==> src/rtl/core_pkg.sv <==
// ---------------------------------------------------------------------------
// core_pkg
// Shared definitions for the instruction fetch front end.
//   fetch_state_e        : fetch sequencer FSM states
//   XLEN_DEFAULT         : default address / instruction width
//   INSTR_BYTES          : bytes per instruction (sequential PC step)
//   RESET_VECTOR_DEFAULT : default PC after reset
// ---------------------------------------------------------------------------
package core_pkg;

    localparam int          XLEN_DEFAULT         = 32;
    localparam int          INSTR_BYTES          = 4;
    localparam logic [31:0] RESET_VECTOR_DEFAULT = 32'h0000_0000;

    typedef enum logic [2:0] {
        FS_BOOT  = 3'd0,
        FS_REQ   = 3'd1,
        FS_WAIT  = 3'd2,
        FS_HOLD  = 3'd3,
        FS_FAULT = 3'd4
    } fetch_state_e;

endpackage

==> src/rtl/fetch_sequencer_if.sv <==
// ---------------------------------------------------------------------------
// fetch_sequencer_if
// Bundles the instruction-memory request/grant/response bus and the
// fetch-to-decode valid/ready handshake.
//   imem_req/imem_addr      : fetch request and address (sequencer -> memory)
//   imem_gnt                : request accepted (memory -> sequencer)
//   imem_rvalid/imem_rdata  : read response (memory -> sequencer)
//   if_valid/if_pc/if_instr : instruction presented to decode
//   if_ready                : decode accepts the instruction
// Modports: master = fetch sequencer side, slave = memory/decode side.
// ---------------------------------------------------------------------------
interface fetch_sequencer_if
    import core_pkg::*;
#(
    parameter int XLEN = XLEN_DEFAULT
);
    logic            imem_req;
    logic [XLEN-1:0] imem_addr;
    logic            imem_gnt;
    logic            imem_rvalid;
    logic [XLEN-1:0] imem_rdata;
    logic            if_valid;
    logic [XLEN-1:0] if_pc;
    logic [XLEN-1:0] if_instr;
    logic            if_ready;

    modport master (
        output imem_req, imem_addr, if_valid, if_pc, if_instr,
        input  imem_gnt, imem_rvalid, imem_rdata, if_ready
    );

    modport slave (
        input  imem_req, imem_addr, if_valid, if_pc, if_instr,
        output imem_gnt, imem_rvalid, imem_rdata, if_ready
    );
endinterface

==> src/rtl/fetch_sequencer_next_pc_sel.sv <==
// ---------------------------------------------------------------------------
// next_pc_sel
// Combinational next-PC priority mux: trap > redirect > sequential > hold.
// A redirect whose target is not word-aligned is not taken; it is reported
// on misalign instead.
//   pc              : current program counter
//   advance         : current instruction accepted, step to pc + INSTR_BYTES
//   trap_en         : trap taken (already qualified by FSM state)
//   trap_vector     : trap handler address, used as given
//   redirect_en     : branch/jump taken (already qualified by FSM state)
//   redirect_target : branch/jump destination
//   next_pc         : value for the PC register next cycle
//   take_flush      : a trap or aligned redirect replaces the PC
//   misalign        : redirect requested to a non-word-aligned target
// ---------------------------------------------------------------------------
module next_pc_sel
    import core_pkg::*;
#(
    parameter int XLEN = XLEN_DEFAULT
) (
    input  logic [XLEN-1:0] pc,
    input  logic            advance,
    input  logic            trap_en,
    input  logic [XLEN-1:0] trap_vector,
    input  logic            redirect_en,
    input  logic [XLEN-1:0] redirect_target,
    output logic [XLEN-1:0] next_pc,
    output logic            take_flush,
    output logic            misalign
);
    logic target_aligned;

    assign target_aligned = (redirect_target[1:0] == 2'b00);

    always_comb begin
        next_pc    = pc;
        take_flush = 1'b0;
        misalign   = 1'b0;
        if (trap_en) begin
            next_pc    = trap_vector;
            take_flush = 1'b1;
        end else if (redirect_en) begin
            if (target_aligned) begin
                next_pc    = redirect_target;
                take_flush = 1'b1;
            end else begin
                misalign = 1'b1;
            end
        end else if (advance) begin
            // Wraps naturally modulo 2^XLEN.
            next_pc = pc + XLEN'(INSTR_BYTES);
        end
    end
endmodule

==> src/rtl/fetch_sequencer.sv <==
// ---------------------------------------------------------------------------
// fetch_sequencer
// Owns the program counter and runs one instruction fetch at a time:
// request the PC from instruction memory, wait for the response, present the
// word to decode, and advance (or redirect) once decode accepts it.
// Ports:
//   clk, rst_n            : core clock, asynchronous active-low reset
//   redirect_valid/target : branch/jump taken this cycle and its destination
//   trap_valid/vector     : trap taken this cycle and handler address
//   bus (master)          : imem request/grant/response + decode handshake
//   misalign_exc          : one-cycle pulse, redirect target not word-aligned
//   misalign_addr         : offending target, held until the next pulse
// ---------------------------------------------------------------------------
module fetch_sequencer
    import core_pkg::*;
#(
    parameter int              XLEN         = XLEN_DEFAULT,
    parameter logic [XLEN-1:0] RESET_VECTOR = XLEN'(RESET_VECTOR_DEFAULT)
) (
    input  logic              clk,
    input  logic              rst_n,
    input  logic              redirect_valid,
    input  logic [XLEN-1:0]   redirect_target,
    input  logic              trap_valid,
    input  logic [XLEN-1:0]   trap_vector,
    fetch_sequencer_if.master bus,
    output logic              misalign_exc,
    output logic [XLEN-1:0]   misalign_addr
);
    localparam logic [2:0] S_BOOT  = FS_BOOT;
    localparam logic [2:0] S_REQ   = FS_REQ;
    localparam logic [2:0] S_WAIT  = FS_WAIT;
    localparam logic [2:0] S_HOLD  = FS_HOLD;
    localparam logic [2:0] S_FAULT = FS_FAULT;

    logic [2:0]      state_q, state_d;
    logic [XLEN-1:0] pc_q, pc_next;
    logic            kill_q, kill_d;
    logic            latch_en;
    logic [XLEN-1:0] if_pc_q, if_instr_q;

    logic trap_en, redirect_en, advance;
    logic take_flush, misalign;

    // Nothing redirects BOOT; FAULT only listens to traps.
    assign trap_en     = trap_valid && (state_q != S_BOOT);
    assign redirect_en = redirect_valid && (state_q != S_BOOT) && (state_q != S_FAULT);
    assign advance     = (state_q == S_HOLD) && bus.if_ready;

    next_pc_sel #(.XLEN(XLEN)) u_next_pc_sel (
        .pc              (pc_q),
        .advance         (advance),
        .trap_en         (trap_en),
        .trap_vector     (trap_vector),
        .redirect_en     (redirect_en),
        .redirect_target (redirect_target),
        .next_pc         (pc_next),
        .take_flush      (take_flush),
        .misalign        (misalign)
    );

    always_comb begin
        state_d  = state_q;
        kill_d   = kill_q;
        latch_en = 1'b0;
        if (take_flush) begin
            case (state_q)
                S_REQ: begin
                    // Granted this cycle: a response for the old PC is coming.
                    if (bus.imem_gnt) begin
                        kill_d  = 1'b1;
                        state_d = S_WAIT;
                    end else begin
                        state_d = S_REQ;
                    end
                end
                S_WAIT: begin
                    if (bus.imem_rvalid) begin
                        kill_d  = 1'b0;
                        state_d = S_REQ;
                    end else begin
                        kill_d  = 1'b1;
                        state_d = S_WAIT;
                    end
                end
                S_FAULT: begin
                    // A response still owed from before the fault must be
                    // drained before the next request goes out.
                    if (kill_q && !bus.imem_rvalid) begin
                        state_d = S_WAIT;
                    end else begin
                        kill_d  = 1'b0;
                        state_d = S_REQ;
                    end
                end
                default: state_d = S_REQ;
            endcase
        end else if (misalign) begin
            state_d = S_FAULT;
            if (state_q == S_REQ && bus.imem_gnt) begin
                kill_d = 1'b1;
            end else if (state_q == S_WAIT) begin
                kill_d = !bus.imem_rvalid;
            end
        end else begin
            case (state_q)
                S_BOOT: state_d = S_REQ;
                S_REQ: begin
                    if (bus.imem_gnt) begin
                        state_d = S_WAIT;
                    end
                end
                S_WAIT: begin
                    if (bus.imem_rvalid) begin
                        if (kill_q) begin
                            kill_d  = 1'b0;
                            state_d = S_REQ;
                        end else begin
                            latch_en = 1'b1;
                            state_d  = S_HOLD;
                        end
                    end
                end
                S_HOLD: begin
                    if (bus.if_ready) begin
                        state_d = S_REQ;
                    end
                end
                S_FAULT: begin
                    // Stale response arriving while parked retires the kill.
                    if (kill_q && bus.imem_rvalid) begin
                        kill_d = 1'b0;
                    end
                end
                default: state_d = S_BOOT;
            endcase
        end
    end

    always_ff @(posedge clk or negedge rst_n) begin
        if (!rst_n) begin
            state_q       <= S_BOOT;
            pc_q          <= RESET_VECTOR;
            kill_q        <= 1'b0;
            if_pc_q       <= '0;
            if_instr_q    <= '0;
            misalign_exc  <= 1'b0;
            misalign_addr <= '0;
        end else begin
            state_q      <= state_d;
            pc_q         <= pc_next;
            kill_q       <= kill_d;
            misalign_exc <= misalign;
            if (misalign) begin
                misalign_addr <= redirect_target;
            end
            if (latch_en) begin
                if_pc_q    <= pc_q;
                if_instr_q <= bus.imem_rdata;
            end
        end
    end

    assign bus.imem_req  = (state_q == S_REQ);
    assign bus.imem_addr = pc_q;
    assign bus.if_valid  = (state_q == S_HOLD);
    assign bus.if_pc     = if_pc_q;
    assign bus.if_instr  = if_instr_q;
endmodule
==> src/flat_wrapper.sv <==
// flat-port wrapper written by rule: the top's interface ports become plain ports
module fetch_sequencer_flat import core_pkg::*;
#(
    parameter int              XLEN         = XLEN_DEFAULT,
    parameter logic [XLEN-1:0] RESET_VECTOR = XLEN'(RESET_VECTOR_DEFAULT)
)
  (clk, rst_n, redirect_valid, redirect_target, trap_valid, trap_vector, misalign_exc, misalign_addr, bus_imem_req, bus_imem_addr, bus_if_valid, bus_if_pc, bus_if_instr, bus_imem_gnt, bus_imem_rvalid, bus_imem_rdata, bus_if_ready);
  fetch_sequencer_if #(.XLEN(XLEN)) bus_i ();
  input  logic clk;
  input  logic rst_n;
  input  logic redirect_valid;
  input  logic [XLEN-1:0] redirect_target;
  input  logic trap_valid;
  input  logic [XLEN-1:0] trap_vector;
  output logic misalign_exc;
  output logic [XLEN-1:0] misalign_addr;
  output wire logic [$bits(bus_i.imem_req)-1:0] bus_imem_req;
  output wire logic [$bits(bus_i.imem_addr)-1:0] bus_imem_addr;
  output wire logic [$bits(bus_i.if_valid)-1:0] bus_if_valid;
  output wire logic [$bits(bus_i.if_pc)-1:0] bus_if_pc;
  output wire logic [$bits(bus_i.if_instr)-1:0] bus_if_instr;
  input wire logic [$bits(bus_i.imem_gnt)-1:0] bus_imem_gnt;
  input wire logic [$bits(bus_i.imem_rvalid)-1:0] bus_imem_rvalid;
  input wire logic [$bits(bus_i.imem_rdata)-1:0] bus_imem_rdata;
  input wire logic [$bits(bus_i.if_ready)-1:0] bus_if_ready;
  assign bus_imem_req = bus_i.imem_req;
  assign bus_imem_addr = bus_i.imem_addr;
  assign bus_if_valid = bus_i.if_valid;
  assign bus_if_pc = bus_i.if_pc;
  assign bus_if_instr = bus_i.if_instr;
  assign bus_i.imem_gnt = bus_imem_gnt;
  assign bus_i.imem_rvalid = bus_imem_rvalid;
  assign bus_i.imem_rdata = bus_imem_rdata;
  assign bus_i.if_ready = bus_if_ready;
  fetch_sequencer #(.XLEN(XLEN), .RESET_VECTOR(RESET_VECTOR)) u_core (.clk(clk), .rst_n(rst_n), .redirect_valid(redirect_valid), .redirect_target(redirect_target), .trap_valid(trap_valid), .trap_vector(trap_vector), .bus(bus_i), .misalign_exc(misalign_exc), .misalign_addr(misalign_addr));
endmodule
==> config.mk <==
export PLATFORM = sky130hd
export DESIGN_NAME = fetch_sequencer_flat
export DESIGN_NICKNAME = d
export VERILOG_FILES = /design/src/rtl/core_pkg.sv /design/src/rtl/fetch_sequencer_if.sv /design/src/rtl/fetch_sequencer_next_pc_sel.sv /design/src/rtl/fetch_sequencer.sv /design/src/flat_wrapper.sv
export SDC_FILE = /design/constraint.sdc
export NUM_CORES = 1
export LEC_CHECK = 0
export CAP_MARGIN = 20
export CORE_MARGIN = 2
export CORE_UTILIZATION = 45
export DETAILED_ROUTE_END_ITERATION = 8
export GPL_TIMING_DRIVEN = 0
export PLACE_DENSITY_LB_ADDON = 0.15
export SYNTH_ARGS = -nofsm -noshare
export SYNTH_HDL_FRONTEND = slang
export SYNTH_SLANG_ARGS = --single-unit
==> constraint.sdc <==
create_clock -name clk -period 2.26 [get_ports clk]
set_input_delay 0.565 -clock clk [delete_from_list [all_inputs] [get_ports clk]]
set_output_delay 0.565 -clock clk [all_outputs]
set_load 0.01 [all_outputs]
---- Word level (Yosys, flattened, before mapping) ----
Cells that the tools add are included.
storage, ports and cells
  output and inout bits ................... 131
  flip-flop bits (word level) ............. 133
  word-level logic and storage cells ...... 76
operators by class
  add/subtract/negate cells ............... 1
  mux-type cells .......................... 37
  reduce and logical (&&, ||, !) cells .... 16
  equal/unequal tests ..................... 15
operators by type and width
  operator                                       count
  two-way mux 32 bit                             4
  adder 32 x 3 -> 32 bit, second input constant  1
  two-way mux 1 bit                              20
  two-way mux 3 bit                              5
  one-hot mux 3 bit (5 select lines)             1
  != test 4 x 1 -> 1 bit, second input constant  3
  != test 3 bit, second input constant           3
  one-hot mux 3 bit (3 select lines)             1
  two-way mux 2 bit                              4
  logical AND 1 bit                              7
  AND reduction 7 bit                            1
  == test 3 x 2 -> 1 bit, second input constant  2
  nonzero test 3 bit                             2
  != test 4 x 2 -> 1 bit, second input constant  1
  != test 4 x 3 -> 1 bit, second input constant  1
  != test 4 bit, second input constant           1
  AND reduction 4 bit                            1
  nonzero test 4 bit                             1
  == test 3 x 1 -> 1 bit, second input constant  1
  == test 3 bit, second input constant           1
  zero test 3 bit                                1
  != test 3 x 1 -> 1 bit, second input constant  1
  != test 3 x 2 -> 1 bit, second input constant  1
  one-hot mux 1 bit (3 select lines)             1
  other kinds (4)                                4

---- Depth between registers and ports, before layout ----
Gate-level depths: netlist of the first run.
  word-level depth ........................ 7
  depth in mapped cells ................... 8
  gate-level depth less buffers ........... 6

---- Cells and area by module ----
Synthesis of the first run repeated with hierarchy kept, for this count alone.
second synthesis, totals
  cells, all modules ...................... 533
  area, all modules ....................... 6598.8 µm²
by module, submodules not included
  module           cells each  times used  area an instance (µm²)
  fetch_sequencer  300         1           5161.2
  next_pc_sel      233         1           1437.6

---- Worst setup path after synthesis of the first run ----
No wires, ideal clock.
  path type ............................... reg2reg
  start point ............................. reg u_core.pc_q[7] (netlist: u_core.bus.imem_addr[7])
  end point ............................... reg u_core.pc_q[27] (netlist: u_core.bus.imem_addr[27])
  path slack .............................. 0.117 ns
  required time ........................... 2.196 ns
  arrival ................................. 2.079 ns
  stages on the path, launching flop included .. 7
  buffers on the path ..................... 1
  library setup time ...................... 0.064 ns
  cell sequence ........................... dfrtp_1 -> buf_2 -> nand4_1 -> or4_4 -> or4_1 -> a311oi_1 -> a221o_2
between the ends
  cells in the longest elaborated chain, start to end .. 4
ends and longest elaborated chain
  what                    RTL line                           RTL
  start, declared         fetch_sequencer.sv:37              logic [XLEN-1:0] pc_q, pc_next;
  start signal, assigned  fetch_sequencer.sv:151             pc_q <= pc_next;
  adder 32 x 3 -> 32 bit  fetch_sequencer_next_pc_sel.sv:51  next_pc = pc + XLEN'(INSTR_BYTES);
  two-way mux 32 bit      fetch_sequencer_next_pc_sel.sv:49  end else if (advance) begin
  two-way mux 32 bit      fetch_sequencer_next_pc_sel.sv:42  end else if (redirect_en) begin
  two-way mux 32 bit      fetch_sequencer_next_pc_sel.sv:39  if (trap_en) begin
Every way passes these cells. The select of a mux whose other input is x is not followed.
A chain may end at the register's enable or synchronous reset.

---- Final worst setup path of the first run ----
  start point ............................. reg u_core.state_q[0]
  end point ............................... reg u_core.if_instr_q[17] (netlist: u_core.bus.if_instr[17])
between the ends
  cells in the longest elaborated chain, start to end .. 7
  elaborated cells between the ends (all ways) .. 13
  those cells by class .................... 2 x eq/ne; 7 x mux; 4 x reduce/logical
ends and longest elaborated chain
  what                            RTL line                                      RTL
  start, declared                 fetch_sequencer.sv:36                         logic [2:0] state_q, state_d;
  start signal, assigned          fetch_sequencer.sv:150                        state_q <= state_d;
  nonzero test 3 bit              fetch_sequencer.sv:46, fetch_sequencer.sv:47
  logical AND 1 bit (2 in a row)  fetch_sequencer.sv:47                         assign redirect_en = redirect_valid && (state_q != S_BOOT) && (state_q != S_FAULT);
  two-way mux 1 bit               fetch_sequencer_next_pc_sel.sv:42
  two-way mux 1 bit               fetch_sequencer_next_pc_sel.sv:39
  two-way mux 1 bit               fetch_sequencer.sv:98                         end else if (misalign) begin
  two-way mux 1 bit *             fetch_sequencer.sv:66                         if (take_flush) begin
  end signal, assigned            fetch_sequencer.sv:159                        if_instr_q <= bus.imem_rdata;
  end, declared                   fetch_sequencer.sv:40                         logic [XLEN-1:0] if_pc_q, if_instr_q;
Every way passes the cells marked *; elsewhere a longest branch is shown, timed or not.

==> results of run 1 <==
[power by group through the flow]
| stage | registers, mW | logic, mW | clock network, mW |
|---|---|---|---|
| detailed placement | 4.33 | 5.88 | 0 |
| finish | 4.40 | 6.12 | 2.90 |
| global route | 4.56 | 6.57 | 3.06 |
| floorplan | 4.65 | 2.34 | 0 |
| CTS | 4.35 | 6.03 | 2.95 |
| global placement | 4.28 | 5.78 | 0 |
[kinds of logic (layout without fill, tap and decap cells)]
| logic type | Yosys count | after routing | synth area share [%] |
|---|---|---|---|
| adders and majority gates | 1 | 1 | 0.198 |
| buffers and inverters | 45 | 316 | 2.86 |
| AOI/OAI and AO/OA | 126 | 126 | 13.7 |
| muxes | 92 | 92 | 16.4 |
| xor gates and xnor gates | 15 | 15 | 2.08 |
| DFF | 133 | 133 | 52.8 |
| and+or+nand+nor | 145 | 145 | 12.0 |
[metal layers]
layer	routed length (µm)	share of wire [%]	up-vias	global-route usage (%)
met4	517	2.5	0	10.7
li1	-	-	2614	-
met2	9570	47	296	43.6
met1	8210	40	2792	35.1
met5	0	0	-	0
met3	2080	10	35	9.06
[Yosys cell counts, drive strengths merged (3+ instances only)]
| master | count |
|---|---|
| nor4 | 9 |
| xnor2 | 9 |
| nor3b | 4 |
| buf | 17 |
| o31ai | 4 |
| mux2 | 90 |
| nand3 | 15 |
| inv | 5 |
| nand2b | 3 |
| a22oi | 4 |
| or3 | 5 |
| or4 | 3 |
| a21oi | 25 |
| o22a | 3 |
| nor2b | 4 |
| a211oi | 10 |
| and3 | 7 |
| a221o | 9 |
| xor2 | 6 |
| o22ai | 6 |
| nand2 | 37 |
| or2 | 3 |
| nor2 | 27 |
| clkbuf | 23 |
| a222oi | 5 |
| nor3 | 11 |
| nand4 | 8 |
| and4 | 3 |
| a31oi | 4 |
| a211o | 4 |
| dfrtp | 133 |
| o21ai | 30 |
[what timing repair did]
action	in CTS	in global routing
buffers inserted	3	8
gates resized for setup	44	43
endpoints found under the setup margin	127	71
pin swaps	1	6
[per-stage QoR]
step / hold slack [ns] / cells / utilization [%] / power, mW / area, µm²
2_1_floorplan: 0.269 / 557 / - / 6.99 / 6310
3_3_place_gp: 0.463 / 969 / 64.3 / 10.1 / 8850
3_5_place_dp: 0.470 / 970 / 64.5 / 10.2 / 8880
4_1_cts: 0.0261 / 1002 / 70.0 / 13.3 / 9640
5_1_grt: 0.0354 / 1008 / 71.2 / 14.2 / 9800
6_report: 0.0258 / 1008 / 71.2 / 13.4 / 9800
[critical path: stages, from the launching register on]
cell and delay (ns):
dfrtp_1 0.40, buf_4 0.18, or3b_4 0.43, nor3_4 0.23, nand2_4 0.12, buf_12 0.19
buf_2 0.20, mux2_2 0.30
[state kept, by name, indices dropped and copies added, names as in the netlist]
signal                cells
u_core.bus.if_instr      32
u_core.bus.if_pc         32
u_core.bus.imem_addr     32
u_core.misalign_addr     32
u_core.state_q            3
u_core.kill_q             1
u_core.misalign_exc       1
[final cells by class]
cell class	instances	area (µm²)
multi-input cells	379	2920
clock inverters	12	178
clock buffers	20	447
repair buffers	244	2440
fillers	1004	3970
inverters	5	18.8
plain buffers	35	238
flip-flops and latches	133	3340
well taps	180	225
[how the worst min path moves through the flow]
stage	end	slack [ns]	startpoint	cells past startpoint
6_report	u_core.bus.if_instr[17]$_DFFE_PN0P_	0.03	rst_n	1
2_1_floorplan	u_core.bus.if_instr[0]$_DFFE_PN0P_	0.27	rst_n	0
4_1_cts	u_core.bus.if_instr[17]$_DFFE_PN0P_	0.03	rst_n	1
5_1_grt	u_core.bus.if_instr[17]$_DFFE_PN0P_	0.04	rst_n	1
3_5_place_dp	u_core.bus.if_instr[13]$_DFFE_PN0P_	0.47	rst_n	1
3_3_place_gp	u_core.bus.if_pc[24]$_DFFE_PN0P_	0.46	u_core.bus.if_pc[24]$_DFFE_PN0P_	2
==> results_dict.tcl, run 1 <==
set metrics [dict create \
    status "finished clean" \
    avgSynthCellArea_um2 11.3 \
    rows 43 \
    cts_max_path_buffers 2 \
    power.share.switching_pct 34.9 \
    synth_nets 661 \
    ant_nets 0 \
    detail_route.wl_per_cell_um 20.2 \
    yosys.area.top_type_share_pct 52.8 \
    relSlewSlack_pct 53.4 \
    ctsHoldBuffers 0 \
    critical_path_class "reg2reg" \
    setup_ws_ns 0.0769 \
    p_clk_share_pct 21.6 \
    worstSkewPairLatency_ns 0.42 \
    die_w_um 122 \
    yosysWarnings 0 \
    first_global_vias 5879 \
    place.gp.congestion 0.931 \
    rr_worst_depth 7 \
    worstHoldPathType "in2async" \
    grt_pass1_wl_um 31300 \
    drv_slew 0 \
    fin_nets 919 \
    critPathCapture "u_core.bus.if_instr[17]$_DFFE_PN0P_" \
    drtIter0Drc 380 \
    p_sw_mw 4.68 \
    io_buffers 232 \
    rrSetupSlack_ns 0.08 \
    mostFrequentLayoutCells "227 x clkdlybuf4s50_1, 125 x dfrtp_1, 90 x mux2_2" \
    fmax_mhz 458 \
    grt-ovfl-total 0 \
    synth-edff-count 0 \
    final_hold_viol_count 0 \
    worst_ep_required_time_ns 2.56 \
    startpoint_type "register" \
    wl_um 20400 \
    syn_to_final_growth_pct 55.4 \
    fin_crit_ns 2.18 \
    yosysSeqAreaShare_pct 52.8 \
    crit_start "u_core.state_q[0]$_DFFE_PN0P_" \
    clkTransAtPathRegs_ns 0.06 \
    clockRootBuffer "clkbuf_16" \
    diodes 0 \
    worst_slew_pin_slew_ns 0.699 \
    dr.pass1.iters 5 \
    antenna_found_initial 0 \
    dp_hpwl_um 14900 \
    ios 234 \
    ir_worst_vdd_mv 0.675 \
    ys_types 61 \
    drive_above_1_share_pct 23.9 \
    yosys_most_used_dff "dfrtp_1" \
    clkSinkCount 133 \
    yosys-top-cells-area "dfrtp_1 53%, mux2_2 16%, o21ai_0 2.3%" \
    crit_path_end_kind "register" \
    dieArea_um2 15000 \
    grt_start_max_net_pins 102 \
    start_util_pct 45.8 \
    p_int_mw 8.74 \
    grtUsageTotal_pct 27.6 \
    cts_inserted_buffers 17 \
    pwr-share-seq_pct 32.8 \
    syn-cell-area_um2 6310 \
    vias_per_cell 5.69 \
    dieHeight_um 122 \
    yosysTopAreaCell "dfrtp_1" \
    cts_max_level 4 \
    route.vias.total 5737 \
    cap_viol_max_count 0 \
    arrival_ns 2.49 \
    setup_viol 0 \
    ys_seq_elements 133 \
    async_flop_share_pct 100 \
    pwr_density_cell_nw_per_um2 1370 \
    drc_errors 0 \
    r2r-end "u_core.bus.if_instr[17]$_DFFE_PN0P_" \
    cts_tree "yes" \
    dp_slack_ns -0.999 \
    setup_tns_ns 0 \
    core_area_um2 13800 \
    final_common_cell "clkdlybuf4s50_1" \
    timing.rr.start "u_core.state_q[0]$_DFFE_PN0P_" \
    p_leak_nw 4.13 \
    fin_crit_sh_pct 96.6 \
    combPwrFrac_pct 45.6 \
    crit_path_max_fanout 12 \
    syn_inst 557 \
    fin_skew_ns 0.00702 \
]
(Power assumes the default switching activity.)
==> run 2: changes to the inputs <==
- CTS_CLUSTER_DIAMETER: not set -> 80
- PLACE_DENSITY: not set -> 0.9
- PLACE_DENSITY_LB_ADDON: 0.15 -> not set
==> results_dict.tcl, run 2 (synthesis results as in run 1) <==
set metrics [dict create \
    fin_skew_ns 0.00834 \
    worst_ep_required_time_ns 2.63 \
    cts_inserted_buffers 17 \
    critical_path_class "reg2reg" \
    dp_hpwl_um 15200 \
    worst_slew_pin_slew_ns 0.714 \
    hold_slack_ns 0.0299 \
    setup_viol 0 \
    drc_errors 0 \
    dr.pass1.iters 5 \
    grt-ovfl-total 0 \
    cts_tree "yes" \
    startpoint_type "register" \
    worstHoldPathType "in2async" \
    cts_max_level 4 \
    grtUsageTotal_pct 28.4 \
    final_hold_viol_count 0 \
    cap_viol_max_count 0 \
    final-seq-area_um2 3340 \
    clockRootBuffer "clkbuf_16" \
    crit_path_end_kind "register" \
    cp_slowest_cell "or4_4" \
    core_area_um2 13800 \
    rsz0062_at_grt "yes" \
    relSlewSlack_pct 52.4 \
    place.gp.congestion 0.934 \
    dieHeight_um 122 \
    antenna_found_initial 0 \
    multi_input_area_um2 2890 \
    status "finished clean" \
    drive_above_1_share_pct 23.6 \
    cts_max_path_buffers 2 \
    wl_um 21400 \
    syn_to_final_growth_pct 55.3 \
    num-fill-cells 1020 \
    grt_pass1_wl_um 31800 \
    final_util_pct 71.1 \
    crit_path_max_incr_delay_ns 0.57 \
    dieArea_um2 15000 \
    grt_start_max_net_pins 97 \
    worstSkewPairLatency_ns 0.43 \
    diodes 0 \
    mostFrequentLayoutCells "227 x clkdlybuf4s50_1, 123 x dfrtp_1, 90 x mux2_2" \
    first_global_vias 5902 \
    setup_tns_ns 0 \
    route.vias.total 5893 \
    drv_slew 0 \
    ir_worst_vdd_mv 0.697 \
    fin_crit_sh_pct 99.9 \
    detail_route.wl_per_cell_um 21.2 \
    final_common_cell "clkdlybuf4s50_1" \
    clkTransAtPathRegs_ns 0.06 \
    crit_path_max_fanout 8 \
    drtIter0Drc 548 \
    start_util_pct 45.8 \
    clkSinkCount 133 \
    fin_nets 917 \
    arrival_ns 2.63 \
    ctsHoldBuffers 0 \
    ant_nets 0 \
    fin_crit_ns 2.26 \
    pwr_density_cell_nw_per_um2 1410 \
    rows 43 \
    cpMostUsedCell "or4_4" \
    power_mw 13.8 \
    fmax_mhz 443 \
    ios 234 \
    p_leak_nw 4.15 \
    vias_per_cell 5.86 \
    io_buffers 232 \
    die_w_um 122 \
    cp_cell_sequence "buf_6, nand4_1, or4_4, or4_4, a311oi_2, a221o_2" \
    rr_worst_depth 6 \
]
## run 2: where the power goes
part,switching (mW),internal (mW)
Clock,1.13,2.08
Combinational,2.72,3.40
Sequential,1.00,3.46
## run 2: final timing paths
path / startpoint / to / slack, ns
setup reg to reg: u_core.bus.imem_addr[5]$_DFFE_PN0P_ / u_core.bus.imem_addr[27]$_DFFE_PN0P_ / 0.001
max in group asynchronous: rst_n / u_core.bus.if_instr[1]$_DFFE_PN0P_ / 1.42
hold / removal: rst_n / u_core.bus.if_pc[21]$_DFFE_PN0P_ / 0.03
min in group clk: u_core.bus.if_pc[24]$_DFFE_PN0P_ / u_core.bus.if_pc[24]$_DFFE_PN0P_ / 0.49
hold reg to reg: u_core.bus.if_pc[24]$_DFFE_PN0P_ / u_core.bus.if_pc[24]$_DFFE_PN0P_ / 0.49
setup / recovery: u_core.bus.imem_addr[5]$_DFFE_PN0P_ / u_core.bus.imem_addr[27]$_DFFE_PN0P_ / 0.001
## run 2: per-layer routing
| metal | routed length, µm | global-route usage (%) | vias up | part of all wire (%) |
|---|---|---|---|---|
| li1 | - | - | 2593 | - |
| met4 | 632 | 11.9 | 0 | 3.0 |
| met2 | 10500 | 46.8 | 371 | 49 |
| met3 | 2330 | 10.1 | 50 | 11 |
| met1 | 7860 | 33.9 | 2879 | 37 |
| met5 | 0 | 0 | - | 0 |
## run 2: metrics by stage
stage | cell area (µm²) | std cells | setup WS [ns]
2_1_floorplan | 6310 | 557 | 0.117
3_3_place_gp | 8850 | 969 | -4.70
3_5_place_dp | 8880 | 970 | -0.938
4_1_cts | 9670 | 1003 | 0.00385
5_1_grt | 9800 | 1006 | -0.0412
6_report | 9800 | 1006 | 0.00148
## run 2: final cells by class
type                    count  area share [%]
plain buffers              35            2.32
clock buffers              17            4.34
clock inverters            15            2.55
inverters                   5           0.192
multi-input cells         379            29.5
flip-flops and latches    133            34.1
well taps                 180            2.30
repair buffers            242            24.7
## run 2: critical path: cells and delay by family (launching register included)
family	cells	cell delay [ns]
buffers and inverters	1	0.15
AO/OA/AOI/OAI	2	0.42
AND/OR/NAND/NOR	3	1.24
flip-flops	1	0.39
## run 2: timing repair
item                                    in CTS  in global routing
pin swaps                                    1                  5
endpoints found under the setup margin     124                 96
buffers inserted                             4                  5
resized for setup                           39                 42
==> run 3: changes to the inputs <==
- CORE_MARGIN: 2 -> not set
==> results_dict.tcl, run 3 (synthesis results as in run 1) <==
set metrics [dict create \
    crit_path_end_kind "register" \
    start_util_pct 46.9 \
    cts_inserted_buffers 17 \
    startpoint_type "register" \
    io_buffers 232 \
    setup_tns_ns 0 \
    p_leak_nw 4.18 \
    grt_start_max_net_pins 92 \
    die_w_um 120 \
    cts_max_level 4 \
    pwr_density_cell_nw_per_um2 1390 \
    cts_max_path_buffers 2 \
    cap_viol_max_count 0 \
    grt_pass1_wl_um 31700 \
    drtIter0Drc 481 \
    fin_crit_sh_pct 98.7 \
    worst_ep_required_time_ns 2.62 \
    critical_path_class "reg2reg" \
    ctsHoldBuffers 0 \
    p_int_mw 9.03 \
    dieHeight_um 120 \
    vias_per_cell 5.78 \
    dr.pass1.iters 7 \
    power_mw 13.8 \
    setup_ws_ns 0.0288 \
    status "finished clean" \
    place.gp.congestion 0.879 \
    rows 42 \
    p_clk_share_pct 22.9 \
    drc_errors 0 \
    core_area_um2 13500 \
    wl_um 20400 \
    cts_tree "yes" \
    fin_skew_ns 0.00674 \
    rsz0062_at_grt "yes" \
    cp_cell_sequence "nand4_1, or4_4, or4_1, a311oi_1, a221o_2" \
    fin_nets 927 \
    worst_slew_pin_slew_ns 0.624 \
    arrival_ns 2.59 \
    combPwrFrac_pct 45.0 \
    ir_worst_vdd_mv 0.799 \
    cp_slowest_cell "or4_4" \
    relSlewSlack_pct 58.0 \
    route.vias.total 5846 \
    clkSinkCount 133 \
    detail_route.wl_per_cell_um 20.1 \
    mostFrequentLayoutCells "228 x clkdlybuf4s50_1, 123 x dfrtp_1, 90 x mux2_2" \
    fmax_mhz 448 \
    setup_viol 0 \
    ant_nets 0 \
    grtUsageTotal_pct 28.9 \
    drv_slew 0 \
    hold_slack_ns 0.0616 \
    first_global_vias 5953 \
    ios 234 \
    dieArea_um2 14500 \
    diodes 0 \
    fin_crit_ns 2.23 \
    crit_path_max_incr_delay_ns 0.52 \
    clockRootBuffer "clkbuf_16" \
    syn_to_final_growth_pct 56.5 \
    final_common_cell "clkdlybuf4s50_1" \
    worstHoldPathType "in2async" \
    crit_path_max_fanout 7 \
    p_sw_mw 4.72 \
    antenna_found_initial 0 \
    power.share.switching_pct 34.3 \
    num-fill-cells 935 \
    grt-ovfl-total 0 \
    worstSkewPairLatency_ns 0.42 \
    clkTransAtPathRegs_ns 0.06 \
    dp_hpwl_um 14500 \
    dp_slack_ns -0.974 \
    final_hold_viol_count 0 \
    pwr-share-seq_pct 32.1 \
    drive_above_1_share_pct 24.0 \
    final_util_pct 73.4 \
]
run 3: cell count changes in the layout (fill, tap and decap cells not counted), moves of 2 or more:
cell      change
inv_6         -3
nor2_2        -2
buf_4        +12
buf_1         -2
buf_6         -2
clkbuf_1      +4
buf_2         -4
clkbuf_2      +2
run 3: layout make-up:
cell class	instances	area (µm²)	share of cell area [%]
Timing Repair Buffer	251	2500	25.3
Sequential cell	133	3340	33.8
Clock buffer	20	447	4.52
Multi-Input combinational cell	379	2890	29.2
Buffer	36	233	2.36
Clock inverter	12	226	2.29
Tap cell	176	220	2.23
Inverter	5	18.8	0.190
run 3: repair_timing:
action,4_1_cts,5_1_grt
endpoints found under the hold margin,0,0
setup buffers,4,14
pin swaps,1,7
resized for setup,36,48
setup endpoints to repair,124,93
run 3: per-stage QoR:
step           area, µm²  cells
5_1_grt             9870   1012
3_3_place_gp        8850    965
6_report            9870   1012
3_5_place_dp        8880    966
4_1_cts             9670    999
2_1_floorplan       6310    557
run 3: power by group through the flow:
stage / Sequential, mW / Combinational [mW] / Clock [mW]
6_report: 4.41 / 6.19 / 3.15
5_1_grt: 4.55 / 6.64 / 3.28
4_1_cts: 4.38 / 5.93 / 3.18
3_5_place_dp: 4.37 / 5.83 / 0
3_3_place_gp: 4.29 / 5.70 / 0
2_1_floorplan: 4.65 / 2.34 / 0
run 3: path summary, 6_finish.rpt:
| check | start | endpoint | cells after the start | slack (ns) |
|---|---|---|---|---|
| max reg2reg | u_core.bus.imem_addr[9]$_DFFE_PN0P_ | u_core.bus.imem_addr[27]$_DFFE_PN0P_ | 5 | 0.03 |
| max | u_core.bus.imem_addr[9]$_DFFE_PN0P_ | u_core.bus.imem_addr[27]$_DFFE_PN0P_ | 5 | 0.03 |
| min | rst_n | u_core.bus.if_pc[1]$_DFFE_PN0P_ | 1 | 0.06 |
| min reg2reg | u_core.bus.if_pc[30]$_DFFE_PN0P_ | u_core.bus.if_pc[30]$_DFFE_PN0P_ | 2 | 0.49 |
| max in group asynchronous | rst_n | u_core.misalign_addr[29]$_DFFE_PN0P_ | 2 | 1.38 |
| min in group clk | u_core.bus.if_pc[30]$_DFFE_PN0P_ | u_core.bus.if_pc[30]$_DFFE_PN0P_ | 2 | 0.49 |
run 3: routing by layer:
layer  GRT usage (%)  vias to the layer above  routed length, µm
met3            10.0                       41               2090
met2            47.8                      335              10000
li1                -                     2612                  -
met5               0                        -                  0
met4            10.8                        0                413
met1            34.6                     2858               7840
run 3: worst max-delay path: cells and delay by family (launching register included):
| kind | cells | cell delay, ns |
|---|---|---|
| and+or+nand+nor | 3 | 1.25 |
| DFF | 1 | 0.50 |
| AOI/OAI and AO/OA | 2 | 0.41 |
